===== config.mk =====
export PLATFORM = sky130hd
export DESIGN_NAME = geo_cmd_bridge
export DESIGN_NICKNAME = d
export VERILOG_FILES = /design/src/rtl/geo_cmd_bridge.sv
export SDC_FILE = /design/constraint.sdc
export NUM_CORES = 1
export LEC_CHECK = 0
export CAP_MARGIN = 20
export CORE_MARGIN = 1.5
export CORE_UTILIZATION = 40
export DETAILED_ROUTE_END_ITERATION = 8
export PLACE_DENSITY = 0.64
export SYNTH_ARGS = -nofsm -noshare
export SYNTH_HDL_FRONTEND = slang
export SYNTH_SLANG_ARGS = --single-unit

===== constraint.sdc =====
create_clock -name clk -period 7.8 [get_ports clk]
set_input_delay 1.56 -clock clk [delete_from_list [all_inputs] [get_ports clk]]
set_output_delay 1.56 -clock clk [all_outputs]
set_load 0.01 [all_outputs]

===== src/rtl/geo_cmd_bridge.sv =====
// geo_cmd_bridge: pairs Z80 byte writes into 16-bit geometry commands,
// buffers them in a small register FIFO and drains one word per cycle
// into the geometry processor whenever it is not signalling busy.
module geo_cmd_bridge #(
  parameter int DEPTH       = 16,
  parameter int BUSY_MARGIN = 4
) (
  input  logic                       clk,
  input  logic                       reset,
  input  logic                       wr_hi_strobe,
  input  logic                       wr_lo_strobe,
  input  logic [7:0]                 wr_data,
  input  logic                       flush,
  input  logic                       overflow_clr,
  input  logic                       fifo_cmd_busy,
  output logic                       fifo_cmd_ready,
  output logic [15:0]                fifo_cmd_in,
  output logic [$clog2(DEPTH):0]     cmd_level,
  output logic                       cmd_full,
  output logic                       overflow
);

  localparam int AW = $clog2(DEPTH);
  localparam int LW = AW + 1;
  localparam logic [LW-1:0] LEVEL_MAX  = LW'(DEPTH);
  localparam logic [LW-1:0] LEVEL_FULL = LW'(DEPTH - BUSY_MARGIN);

  logic [15:0]   mem [DEPTH];
  logic [AW-1:0] wr_ptr;
  logic [AW-1:0] rd_ptr;
  logic [LW-1:0] level;
  logic [7:0]    hi_q;
  logic          ovf_q;

  // Output stage registers: the delivered word and its strobe.
  logic          vld_p1;
  logic [15:0]   word_p1;

  logic          pop;
  logic          push_req;
  logic          push;
  logic          drop;
  logic          at_max;

  // Handshake decode. A push into a full FIFO survives only if a pop frees
  // the head slot on the same edge; flush swallows any push silently.
  always_comb begin
    at_max   = (level == LEVEL_MAX);
    pop      = (level != '0) && !fifo_cmd_busy && !flush;
    push_req = wr_lo_strobe && !flush;
    push     = push_req && (!at_max || pop);
    drop     = push_req && at_max && !pop;
  end

  // Word storage, deliberately left unreset; only the pointers matter.
  always_ff @(posedge clk) begin
    if (push) begin
      mem[wr_ptr] <= {hi_q, wr_data};
    end
  end

  // Pointers and level counter; level is tracked separately from pointers
  // so full and empty are unambiguous when the pointers coincide.
  always_ff @(posedge clk or negedge reset) begin
    if (!reset) begin
      wr_ptr <= '0;
      rd_ptr <= '0;
      level  <= '0;
    end else if (flush) begin
      wr_ptr <= '0;
      rd_ptr <= '0;
      level  <= '0;
    end else begin
      if (push) wr_ptr <= wr_ptr + AW'(1);
      if (pop)  rd_ptr <= rd_ptr + AW'(1);
      if (push && !pop)      level <= level + LW'(1);
      else if (pop && !push) level <= level - LW'(1);
    end
  end

  // High-byte latch; a same-cycle low strobe has already used the old value.
  always_ff @(posedge clk or negedge reset) begin
    if (!reset) begin
      hi_q <= '0;
    end else if (flush) begin
      hi_q <= '0;
    end else if (wr_hi_strobe) begin
      hi_q <= wr_data;
    end
  end

  // Sticky overflow; a drop in the same cycle as a clear keeps it set.
  always_ff @(posedge clk or negedge reset) begin
    if (!reset) begin
      ovf_q <= 1'b0;
    end else if (drop) begin
      ovf_q <= 1'b1;
    end else if (overflow_clr) begin
      ovf_q <= 1'b0;
    end
  end

  // ---- stage p1: registered delivery to the geometry processor ----
  // Strobe for one cycle per popped word; the word holds between pops.
  always_ff @(posedge clk or negedge reset) begin
    if (!reset) begin
      vld_p1  <= 1'b0;
      word_p1 <= '0;
    end else begin
      vld_p1 <= pop;
      if (pop) word_p1 <= mem[rd_ptr];
    end
  end

  assign fifo_cmd_ready = vld_p1;
  assign fifo_cmd_in    = word_p1;
  assign cmd_level      = level;
  assign cmd_full       = (level >= LEVEL_FULL);
  assign overflow       = ovf_q;

endmodule


# Word-level counts from Yosys, hierarchy flattened
# Memory sizes are Yosys's and may differ from the RTL's. A register that Yosys moved wholly into a read port is not among the register bits.
# Cells that the tools add are included.
dict set report totals {
  regBits 23
  mem_bits_rw 256
  inputBits 15
  output_inout_bits 24
  wordCells 47
  n_memories 1
}
dict set report op_classes {
  add_sub_neg 4
  order_cmp 1
  eq_ne 1
  muxes 13
  reduce_logical 21
}
# memory depth word_bits read_ports rd_ports_with_merged_regs wr line
set mem_list {}
lappend mem_list {mem 16 16 1 1 1 28} ;# logic [15:0] mem [DEPTH];
# cell n
set ops {}
lappend ops {{two-way mux 4 bit} 4}
lappend ops {{two-way mux 8 bit} 2}
lappend ops {{two-way mux 5 bit} 3}
lappend ops {{adder 4 x 1 -> 4 bit, second input constant} 2}
lappend ops {{logical AND 1 bit} 8}
lappend ops {{nonzero test 2 bit} 4}
lappend ops {{zero test 1 bit} 6}
lappend ops {{adder 5 x 1 -> 5 bit, second input constant} 1}
lappend ops {{== test 5 bit, second input constant} 1}
lappend ops {{>= comparator 5 x 4 -> 1 bit, second input constant} 1}
lappend ops {{nonzero test 5 bit} 1}
lappend ops {{subtractor 5 x 1 -> 5 bit, second input constant} 1}
lappend ops {{two-way mux 1 bit} 4}
lappend ops {{nonzero test 3 bit} 1}
lappend ops {{logical OR 1 bit} 1}

# Depth between registers and ports, before layout
# Gate-level depths: netlist (run 1).
dict set report depth {
  depth_word 10
  depth_mapped 10
  mapped_depth_nobuf 8
}

# Worst setup path before layout (run 1)
# No wires, ideal clock.
dict set report synth_timing {
  kind {input port to flip-flop}
  startpoint {input port wr_lo_strobe}
  endpoint {memory mem[3][0], enable pin}
  setup_time_ps 430
  t_arrival_ps 3507
  setup_slack_ps 3862
  stages 3
  n_path_buf 0
  path_cell_list {nor2b_1 > o21ai_2 > nor4_1}
}
dict set report synth_via {
  elab_chain_len 4
}
# element line
set synth_rtl {}
lappend synth_rtl {{start, declared} 11} ;# input logic wr_lo_strobe,
lappend synth_rtl {{logical AND 1 bit} 50} ;# push_req = wr_lo_strobe && !flush;
lappend synth_rtl {{logical AND 1 bit} 51} ;# push = push_req && (!at_max || pop);
lappend synth_rtl {{two-way mux 1 bit} 57} ;# if (push) begin
lappend synth_rtl {{two-way mux 1 bit (not written as such)} 58} ;# mem[wr_ptr] <= {hi_q, wr_data};
lappend synth_rtl {{end, declared} 28}
# No other way between the ends.

# Final worst setup path (run 1)
dict set report layout_timing {
  startpoint {input port flush}
  endpoint {register level[3], in the netlist cmd_level[3]}
}
dict set report layout_via {
  elab_chain_len 7
  elab_cells_between_ends 12
  classes_between {mux (2); reduce/logical (10)}
}
# element line
set layout_rtl {}
lappend layout_rtl {{start, declared} 13} ;# input logic flush,
lappend layout_rtl {{zero test 1 bit} {49, 50}}
lappend layout_rtl {{logical AND 1 bit} 49} ;# pop = (level != '0) && !fifo_cmd_busy && !flush;
lappend layout_rtl {{logical OR 1 bit} 51}
lappend layout_rtl {{logical AND 1 bit} 51}
lappend layout_rtl {{logical AND 1 bit or zero test 1 bit (tied branches)} {76, 77}}
lappend layout_rtl {{two-way mux 5 bit or logical AND 1 bit (tied branches)} {76, 77}}
lappend layout_rtl {{two-way mux 5 bit or nonzero test 3 bit (tied branches)} --}
lappend layout_rtl {{end signal, assigned} 76} ;# if (push && !pop) level <= level + LW'(1);
lappend layout_rtl {{end signal, assigned} 77} ;# else if (pop && !push) level <= level - LW'(1);
lappend layout_rtl {{end, declared} 31} ;# logic [LW-1:0] level;
# Parallel ways exist; a longest one is shown, timed or not.
# A chain may end at the register's enable or synchronous reset.

==> reports/results.ini, run 1 <==
[run_status]
status = finished, final reports clean

[synth]
syn_avg_cell_area_um2 = 20.1
synthFlopType = edfxtp_1
async_flop_share = 0.132
synth-seq-cells = 295
netlist_instances = 575
yosysSeqAreaShare = 0.748
synth_nets = 600
yosysWarnings = 0
synth_edf_count = 256
synthesis.area_um2 = 11600
netlist-cell-type-count = 40

[place]
dp_hpwl_um = 15300
placed_area_um2 = 12400
globalplace.congestion = 0.832
place.port_buffers = 38
pre_cts_ws_ps = 2880

[finish]
final_cell_mix = edfxtp_1 (256), mux4_2 (64), dfrtp_1 (37), clkdlybuf4s50_1 (37), o22ai_1 (32)
insertedDiodeCount = 0
final_nets = 645
final_common_cell = edfxtp_1
fill_cells = 2344
drive_gt1_frac = 0.235
postLayoutCellArea_um2 = 13300
postLayoutCoreUtil = 0.464
area_growth_pct = 14.8

[sta]
slew_violations = 0
grt_setup_unrepaired = no
fmax_ghz = 0.226
tns_ps = 0
clock-skew-final_ps = 15.8
min_period_ps = 4420
tightest_slew_ps = 1090
finalSetupViolCount = 0
layout_setup_ws_ps = 3380
hold_viol_final = 0
slew_headroom = 0.275
fin_crit_sh = 0.567

[clock_network]
cts_tree = built
cts_root_buffer = clkbuf_16
clkSinkCount = 295
holdBufCountCts = 0
path_clk_slew_ps = 60
h-tree-depth = 1
cts_made_buffers = 28
cts_resized = 0
clock_path_buffers = 3
post-cts-setup-buffers = 0
clk_latency_ps = 540

[hold_path]
hp-start = overflow
hold_path.class = reg -> reg
min_path_cells = 2
hold-path-endpoint = overflow

[die]
die_area_um2 = 30000
fp-row-count = 62
initial_core_util = 0.404
coreArea_um2 = 28600
fp.dieW_um = 173
io_pins = 39
fp.dieH_um = 173

[global_routing]
grt_pass1_wl_um = 38100
antenna_found_initial = 0
grt_usage = 0.172
overflow = 0
grt_max_degree = 65
first_global_vias = 5783

[setup_path]
cp-end-kind = flip-flop
rr_endpoint = cmd_level[3]
cp_data_arrival_time_ps = 4840
r2r_cells = 9
critPathLaunchType = primary input
max_stage_delay_ps = 940
path_common_cell = a21oi_1
path_cells = clkdlybuf4s50_1 -> nor2_1 -> a21boi_2 -> buf_4 -> nand2b_1 -> ha_1 -> a21oi_1 -> a21o_1 -> a21oi_1 -> mux2_2
reg2reg_from = cmd_level[1]
crit_start = flush
crit_type = in -> reg
worstPathMaxFanout = 34
rrSetupSlack_ps = 4890
critPathSlowestCell = clkdlybuf4s50_1
crit_required_ps = 8220

[drt]
drt_wl_total_um = 25100
dr.pass1.iters = 5
wire_per_inst_um = 24.4
drc = 0
ant_nets = 0
drt_first_iter_violations = 510
vias = 5679
post_drt_via_cell_ratio = 5.54

[power_and_ir_drop]
leakagePower_uw = 0.00428
power_density_nw_per_um2 = 292
internal_power_uw = 2890
clkPwrFrac = 0.339
netSwitchingPower_uw = 989
switching_share = 0.255
pwr-share-comb = 0.172
peakVddDrop_mv = 0.183
seqPwrFrac = 0.489

[flow_run]
max_cap_violations = 0

## cell type report
type,count,area (um^2),share of cell area
sequential,295,8670,0.652
multi-input combinational,241,2750,0.207
clock buffer,37,776,0.0584
tap,384,480,0.0362
timing repair buffer,46,455,0.0343
clock inverter,15,123,0.00923
inverter,8,30.0,0.00226
## critical path: cells and delay by family
family	cells	cell delay [ps]
AND/OR/NAND/NOR	2	770
buffers and inverters	2	1270
multiplexers	1	300
AO/OA/AOI/OAI	4	640
adder cells (fa/ha/maj)	1	290
## cells in the mapped netlist (all sizes together), types with 5 or more instances
cell | number | area [um^2]
clkbuf | 12 | 45.0
mux2i | 9 | 90.1
nand3 | 7 | 35.0
inv | 8 | 30.0
buf | 19 | 121
edfxtp | 256 | 7690
nor4 | 5 | 37.5
o211ai | 5 | 51.3
o22ai | 32 | 200
mux2 | 20 | 225
and3 | 9 | 56.3
nand2 | 7 | 26.3
nor2 | 24 | 90.1
dfrtp | 39 | 976
mux4 | 64 | 1440
xnor2 | 5 | 43.8
ha | 9 | 113
a21oi | 20 | 100
## stage by stage
stage               hold slack [ps]  cells  power, uW
detailed placement              483    973       2600
global route                    534   1026       4030
CTS                             517   1025       3900
finish                          514   1026       3880
floorplan                       516    575       2310
global placement                481    973       2580
## power groups by stage
stage	clock network [uW]	logic, uW	registers (uW)
after CTS	1340	668	1900
after global placement	0	655	1930
final	1310	668	1900
after floorplan	0	423	1890
after global routing	1400	720	1910
after detailed placement	0	664	1930
## metal layers
layer | wire [um] | vias to the layer above | global-route usage | share of wire
met5 | 0 | - | 0 | 0
met4 | 332 | 0 | 0.0373 | 0.013
met3 | 1290 | 20 | 0.0264 | 0.052
met2 | 12100 | 165 | 0.277 | 0.48
met1 | 11300 | 3050 | 0.250 | 0.45
li1 | - | 2444 | - | -
## registers in the layout, summed over array words and instances (netlist names)
signal and flops:
rd_ptr 4, wr_ptr 4, fifo_cmd_ready 1, cmd_level 5, hi_q 8, mem 256, fifo_cmd_in 16, overflow 1
## how the worst max path moves through the flow
stage                        end  slack (ps)  depth (start not counted)
finish              cmd_level[3]        3380                         10
CTS                 cmd_level[3]        3440                         10
floorplan              mem[3][0]        3860                          3
global route        cmd_level[4]        3130                         10
detailed placement  cmd_level[3]        2880                         10
global placement    cmd_level[3]        3060                         10
## logic make-up (layout without fill, tap and decap cells)
family	count (synthesis)	in the layout	share of synthesized area
and+or+nand+nor	62	62	0.0272
xor gates and xnor gates	8	8	0.00605
muxes	93	93	0.152
adders and majority gates	10	10	0.0115
DFF	295	295	0.748
buffers and inverters	39	106	0.0170
AOI/OAI and AO/OA	68	68	0.0381
No activity file was read; power rests on OpenSTA's default activity.
==> inputs of run 2 (changes only) <==
==> constraint.sdc (replaced) <==
create_clock -name clk -period 4.42 [get_ports clk]
set_input_delay 0.884 -clock clk [delete_from_list [all_inputs] [get_ports clk]]
set_output_delay 0.884 -clock clk [all_outputs]
set_load 0.01 [all_outputs]
==> run 2 against run 1 <==
Global-route usage is 0.61 points lower. Clock power is 68% higher. Register-to-register slack worse by 3300 ps. Clock skew is 3.9 ps lower. Sequential share of layout area is 0.34 points lower. Sequential power is 75% higher. Power is 73% higher. Combinational power is 77% higher. Die area stayed put. Core utilization is 0.24 points higher. Largest cell class unchanged. Largest power group unchanged. Highest routed layer unchanged.
==> reports/results.ini, run 2 (synthesized netlist as in run 1, its figures left out) <==
[sta]
clock-skew-final_ps = 11.9  ; -3.94 ps
fmax_ghz = 0.337
grt_setup_unrepaired = no
finalSetupViolCount = 0  ; unchanged
slew_violations = 0  ; unchanged
tns_ps = 0  ; unchanged
fin_crit_sh = 0.672
tightest_slew_ps = 988  ; -99.4 ps
min_period_ps = 2970
layout_setup_ws_ps = 1450  ; -1930 ps
slew_headroom = 0.341  ; +0.0663
hold_viol_final = 0  ; unchanged

[hold_path]
hold_path.class = in -> async

[setup_path]
max_stage_delay_ps = 590  ; -350 ps
crit_start = wr_lo_strobe
endpoint = cmd_level[3]
r2r_cells = 8  ; -1
rrSetupSlack_ps = 1600  ; -3290 ps
cp_data_arrival_time_ps = 3380  ; -1460 ps
critPathSlowestCell = clkdlybuf4s50_1
worstPathMaxFanout = 7  ; -79%
reg2reg_from = cmd_level[1]
crit_type = in -> reg
rr_endpoint = cmd_level[4]
crit_required_ps = 4830  ; -3390 ps
cp-end-kind = flip-flop
path_cells = clkdlybuf4s50_1 -> nor2b_1 -> o21a_1 -> nand2b_1 -> ha_1 -> a21oi_1 -> a21o_1 -> a21oi_1 -> mux2_2
path_common_cell = a21oi_1
critPathLaunchType = primary input

[drt]
drt_wl_total_um = 24600  ; -1.8%
ant_nets = 0  ; unchanged
wire_per_inst_um = 23.6  ; -3.3%
vias = 5791  ; +2.0%
post_drt_via_cell_ratio = 5.56  ; +0.41%
drc = 0  ; unchanged
dr.pass1.iters = 5  ; unchanged
drt_first_iter_violations = 495  ; -2.9%

[clock_network]
cts_root_buffer = clkbuf_16
clk_latency_ps = 530  ; about the same
path_clk_slew_ps = 60  ; about the same
holdBufCountCts = 0  ; unchanged
clkSinkCount = 295  ; unchanged
post-cts-setup-buffers = 0  ; unchanged
cts_made_buffers = 29  ; +3.6%
cts_tree = built
h-tree-depth = 1  ; unchanged
clock_path_buffers = 3  ; unchanged
cts_resized = 0  ; unchanged

[global_routing]
first_global_vias = 6188  ; +7.0%
grt_usage = 0.166  ; -0.00607
grt_pass1_wl_um = 37500  ; -1.6%
overflow = 0  ; unchanged
antenna_found_initial = 0  ; unchanged
grt_max_degree = 43  ; -34%

[die]
io_pins = 39  ; unchanged
initial_core_util = 0.404  ; unchanged
fp.dieH_um = 173  ; unchanged
fp.dieW_um = 173  ; unchanged
coreArea_um2 = 28600  ; unchanged
fp-row-count = 62  ; unchanged
die_area_um2 = 30000  ; unchanged

[power_and_ir_drop]
power_density_nw_per_um2 = 502  ; +72%
leakagePower_uw = 0.00433  ; +1.2%
internal_power_uw = 4990  ; +73%
clkPwrFrac = 0.328  ; -0.011
switching_share = 0.256  ; +0.000780
netSwitchingPower_uw = 1710  ; +73%
seqPwrFrac = 0.496  ; +0.007
peakVddDrop_mv = 0.342  ; +87%
pwr-share-comb = 0.176  ; +0.004

[place]
place.port_buffers = 38  ; unchanged
globalplace.congestion = 0.801  ; -3.7%
dpl.cell_count = 988  ; +1.5%
pre_cts_ws_ps = 951  ; -1930 ps
dp_hpwl_um = 14900  ; -2.7%

[finish]
regMostFlops = mem
final_nets = 661  ; +2.5%
drive_gt1_frac = 0.246  ; +0.0110
finalNonFillerCells = 1042  ; +1.6%
final_common_cell = edfxtp_1
postLayoutCoreUtil = 0.467  ; +0.00240
final_cell_mix = edfxtp_1 (256), mux4_2 (64), dfrtp_1 (37), clkdlybuf4s50_1 (37), o22ai_1 (32)
fill_cells = 2358  ; +0.60%
largest_reg_flops = 256  ; unchanged
area_growth_pct = 15.4
insertedDiodeCount = 0  ; unchanged

[flow_run]
max_cap_violations = 0  ; unchanged

[run_status]
status = finished, final reports clean

## run 2: metal layers
layer	vias up	share of wire	track usage
met2	193	0.50	0.282
met5	-	0	0
li1	2473	-	-
met4	0	0.025	0.0467
met3	44	0.054	0.0286
met1	3081	0.42	0.222
## run 2: worst max-delay path: cells and delay by family
family | cells | cell delay, ps
compound gates | 4 | 750
simple gates | 2 | 510
fa+ha+maj | 1 | 380
buf+inv | 1 | 590
mux | 1 | 270
## run 2: worst min-delay path by stage
| stage | end | slack, ps | depth (start not counted) |
|---|---|---|---|
| floorplan | overflow | 520 | 2 |
| global placement | overflow | 470 | 2 |
| detailed placement | overflow | 480 | 2 |
| CTS | overflow | 500 | 2 |
| global route | rd_ptr[1] | 150 | 1 |
| finish | rd_ptr[1] | 170 | 1 |
## run 2: area by class of cell
type / instances / area (um^2) / area share
inverter: 8 / 30.0 / 0.00225
clock buffer: 39 / 783 / 0.0586
timing repair buffer: 61 / 573 / 0.0429
clock inverter: 14 / 66.3 / 0.00497
multi-input combinational: 241 / 2750 / 0.206
tap: 384 / 480 / 0.0360
sequential: 295 / 8670 / 0.649
## run 2: power by group through the flow
| stage | clock network, uW | registers (uW) | logic, uW |
|---|---|---|---|
| after global routing | 2350 | 3350 | 1260 |
| after detailed placement | 0 | 3390 | 1180 |
| after floorplan | 0 | 3340 | 746 |
| final | 2200 | 3330 | 1180 |
| after CTS | 2240 | 3330 | 1180 |
| after global placement | 0 | 3380 | 1150 |
## run 2: through the flow
stage          total power [uW]  area, um^2  hold WS, ps
2_1_floorplan              4080       11600          516
3_3_place_gp               4530       12500          472
3_5_place_dp               4560       12500          480
4_1_cts                    6760       13300          500
5_1_grt                    6970       13400          154
6_report                   6700       13400          173
==> inputs of run 3 (changes only) <==
==> constraint.sdc (replaced) <==
create_clock -name clk -period 2.8 [get_ports clk]
set_input_delay 0.56 -clock clk [delete_from_list [all_inputs] [get_ports clk]]
set_output_delay 0.56 -clock clk [all_outputs]
set_load 0.01 [all_outputs]
==> run 3 against run 2 <==
Critical path depth decreased by 1. Die area is the same. Global-route usage up 0.44 points. Power up 70%. Non-clock buffer count up 26. Worst setup slack got worse by 1200 ps. Count of clock-buffer cells in the layout grew 1. Critical path type is now reg -> reg. Register-to-register slack got worse by 1400 ps. Cell area grew 3.9%.
==> reports/results.ini, run 3 (synthesized netlist as in run 1, its figures left out) <==
[power_and_ir_drop]
internal_power_uw = 8570  ; +72%
power_density_nw_per_um2 = 818  ; +63%
seqPwrFrac = 0.462  ; -0.034
switching_share = 0.246  ; -0.0101
netSwitchingPower_uw = 2790  ; +63%
peakVddDrop_mv = 0.457  ; +34%
pwr-share-comb = 0.170  ; -0.006
clkPwrFrac = 0.368  ; +0.040
leakagePower_uw = 0.00460  ; +6.2%

[sta]
fmax_ghz = 0.385
finalSetupViolCount = 0  ; unchanged
clock-skew-final_ps = 12.4  ; +0.473 ps
slew_violations = 0  ; unchanged
fin_crit_sh = 0.927
min_period_ps = 2600
layout_setup_ws_ps = 203  ; -1250 ps
grt_setup_unrepaired = no
slew_headroom = 0.530  ; +0.189
hold_viol_final = 0  ; unchanged
tightest_slew_ps = 705  ; -284 ps

[die]
die_area_um2 = 30000  ; unchanged
initial_core_util = 0.404  ; unchanged
fp.dieH_um = 173  ; unchanged
fp-row-count = 62  ; unchanged
fp.dieW_um = 173  ; unchanged
io_pins = 39  ; unchanged
coreArea_um2 = 28600  ; unchanged

[clock_network]
cts_resized = 0  ; unchanged
cts_tree = built
path_clk_slew_ps = 60  ; about the same
cts_made_buffers = 30  ; +3.4%
clock_path_buffers = 3  ; unchanged
holdBufCountCts = 0  ; unchanged
clkSinkCount = 295  ; unchanged
clk_latency_ps = 550  ; +20 ps
cts_root_buffer = clkbuf_16
post-cts-setup-buffers = 0  ; unchanged
h-tree-depth = 1  ; unchanged

[setup_path]
r2r_cells = 8  ; unchanged
cp-end-kind = flip-flop
critPathLaunchType = flip-flop
worstPathMaxFanout = 6  ; -1
rrSetupSlack_ps = 200  ; -1400 ps
cp.depth = 8  ; -1
crit_required_ps = 3230  ; -1600 ps
critPathSlowestCell = or4_4
max_stage_delay_ps = 570  ; -20 ps
cp_data_arrival_time_ps = 3020  ; -360 ps
crit_type = reg -> reg
critPathTopFamily = simple AND/OR/NAND/NOR gates
path_cells = or4_4 -> o21a_1 -> nand2b_1 -> ha_1 -> a21oi_1 -> nand2_1 -> o211ai_1 -> a31oi_1
cp.buffers_inverters = 0  ; -1

[place]
globalplace.congestion = 0.789  ; -1.5%
pre_cts_ws_ps = -84.7  ; -1040 ps
dp_hpwl_um = 15300  ; +3.1%
place.port_buffers = 38  ; unchanged

[global_routing]
first_global_vias = 6127  ; -0.99%
grt_usage = 0.170  ; +0.00439
antenna_found_initial = 0  ; unchanged
grt_pass1_wl_um = 38000  ; +1.5%
overflow = 0  ; unchanged
grt_max_degree = 46  ; +7.0%

[finish]
multi_input_area_um2 = 2750  ; unchanged
area_growth_pct = 19.9
final_common_cell = edfxtp_1
final_nets = 688  ; +4.1%
fill_cells = 2330  ; -1.2%
insertedDiodeCount = 0  ; unchanged
postLayoutCoreUtil = 0.485  ; +0.0184
regArea_um2 = 8670  ; unchanged
regMostFlops = mem
largest_reg_flops = 256  ; unchanged
final_cell_mix = edfxtp_1 (256), mux4_2 (64), dfrtp_1 (37), clkdlybuf4s50_1 (37), buf_4 (37)
drive_gt1_frac = 0.287  ; +0.0406

[drt]
post_drt_via_cell_ratio = 5.47  ; -1.6%
wire_per_inst_um = 23.4  ; -0.93%
dr.pass1.iters = 5  ; unchanged
drt_wl_total_um = 25100  ; +1.8%
vias = 5859  ; +1.2%
drt_first_iter_violations = 542  ; +9.5%
drc = 0  ; unchanged
ant_nets = 0  ; unchanged

[hold_path]
hold_path.class = in -> async

[flow_run]
max_cap_violations = 0  ; unchanged

[run_status]
status = finished, final reports clean

[run 3: power groups by stage]
stage,clock network [uW],registers [uW],logic (uW)
4_1_cts,4260,5250,1960
6_report,4180,5250,1930
3_5_place_dp,0,5340,1940
3_3_place_gp,0,5330,1910
2_1_floorplan,0,5270,1180
5_1_grt,4430,5280,2090
[run 3: through the flow]
| stage | cells | hold slack [ps] | setup TNS, ps | area, um^2 | power (uW) |
|---|---|---|---|---|---|
| after floorplan | 575 | 264 | -8810 | 11600 | 6450 |
| after global placement | 1015 | 473 | 0 | 12800 | 7240 |
| after detailed placement | 1015 | 489 | -133 | 12800 | 7280 |
| after CTS | 1071 | 58.8 | 0 | 13900 | 11500 |
| after global routing | 1071 | 93.1 | 0 | 13900 | 11800 |
| final | 1071 | 53.7 | 0 | 13900 | 11400 |
[run 3: final cells by class]
class / count / share of cell area
well taps: 384 / 0.0346
clock inverters: 16 / 0.0149
flip-flops and latches: 295 / 0.624
clock buffers: 40 / 0.0612
repair buffers: 87 / 0.0644
multi-input cells: 241 / 0.198
inverters: 8 / 0.00216
[run 3: routing by layer]
| layer | GRT usage | part of all wire | wire [um] | vias to the layer above |
|---|---|---|---|---|
| met5 | 0 | 0 | 0 | - |
| met4 | 0.0438 | 0.015 | 380 | 0 |
| met3 | 0.0308 | 0.060 | 1490 | 26 |
| met2 | 0.283 | 0.49 | 12400 | 177 |
| met1 | 0.234 | 0.43 | 10800 | 3117 |
| li1 | - | - | - | 2539 |
[run 3: worst reg2reg max path, stage by stage (launching register included)]
cell	delay (ps)
dfrtp_1	470
or4_4	580
o21a_1	210
nand2b_1	200
ha_1	320
a21oi_1	270
nand2_1	120
o211ai_1	200
a31oi_1	110
[run 3: worst paths after layout]
kind,startpoint,end
worst max-delay path,cmd_level[1],cmd_level[4]
max in group asynchronous,reset,fifo_cmd_in[7]
min in group clk,overflow,overflow
worst min register to register,overflow,overflow
worst max register to register,cmd_level[1],cmd_level[4]
worst min-delay path,reset,overflow
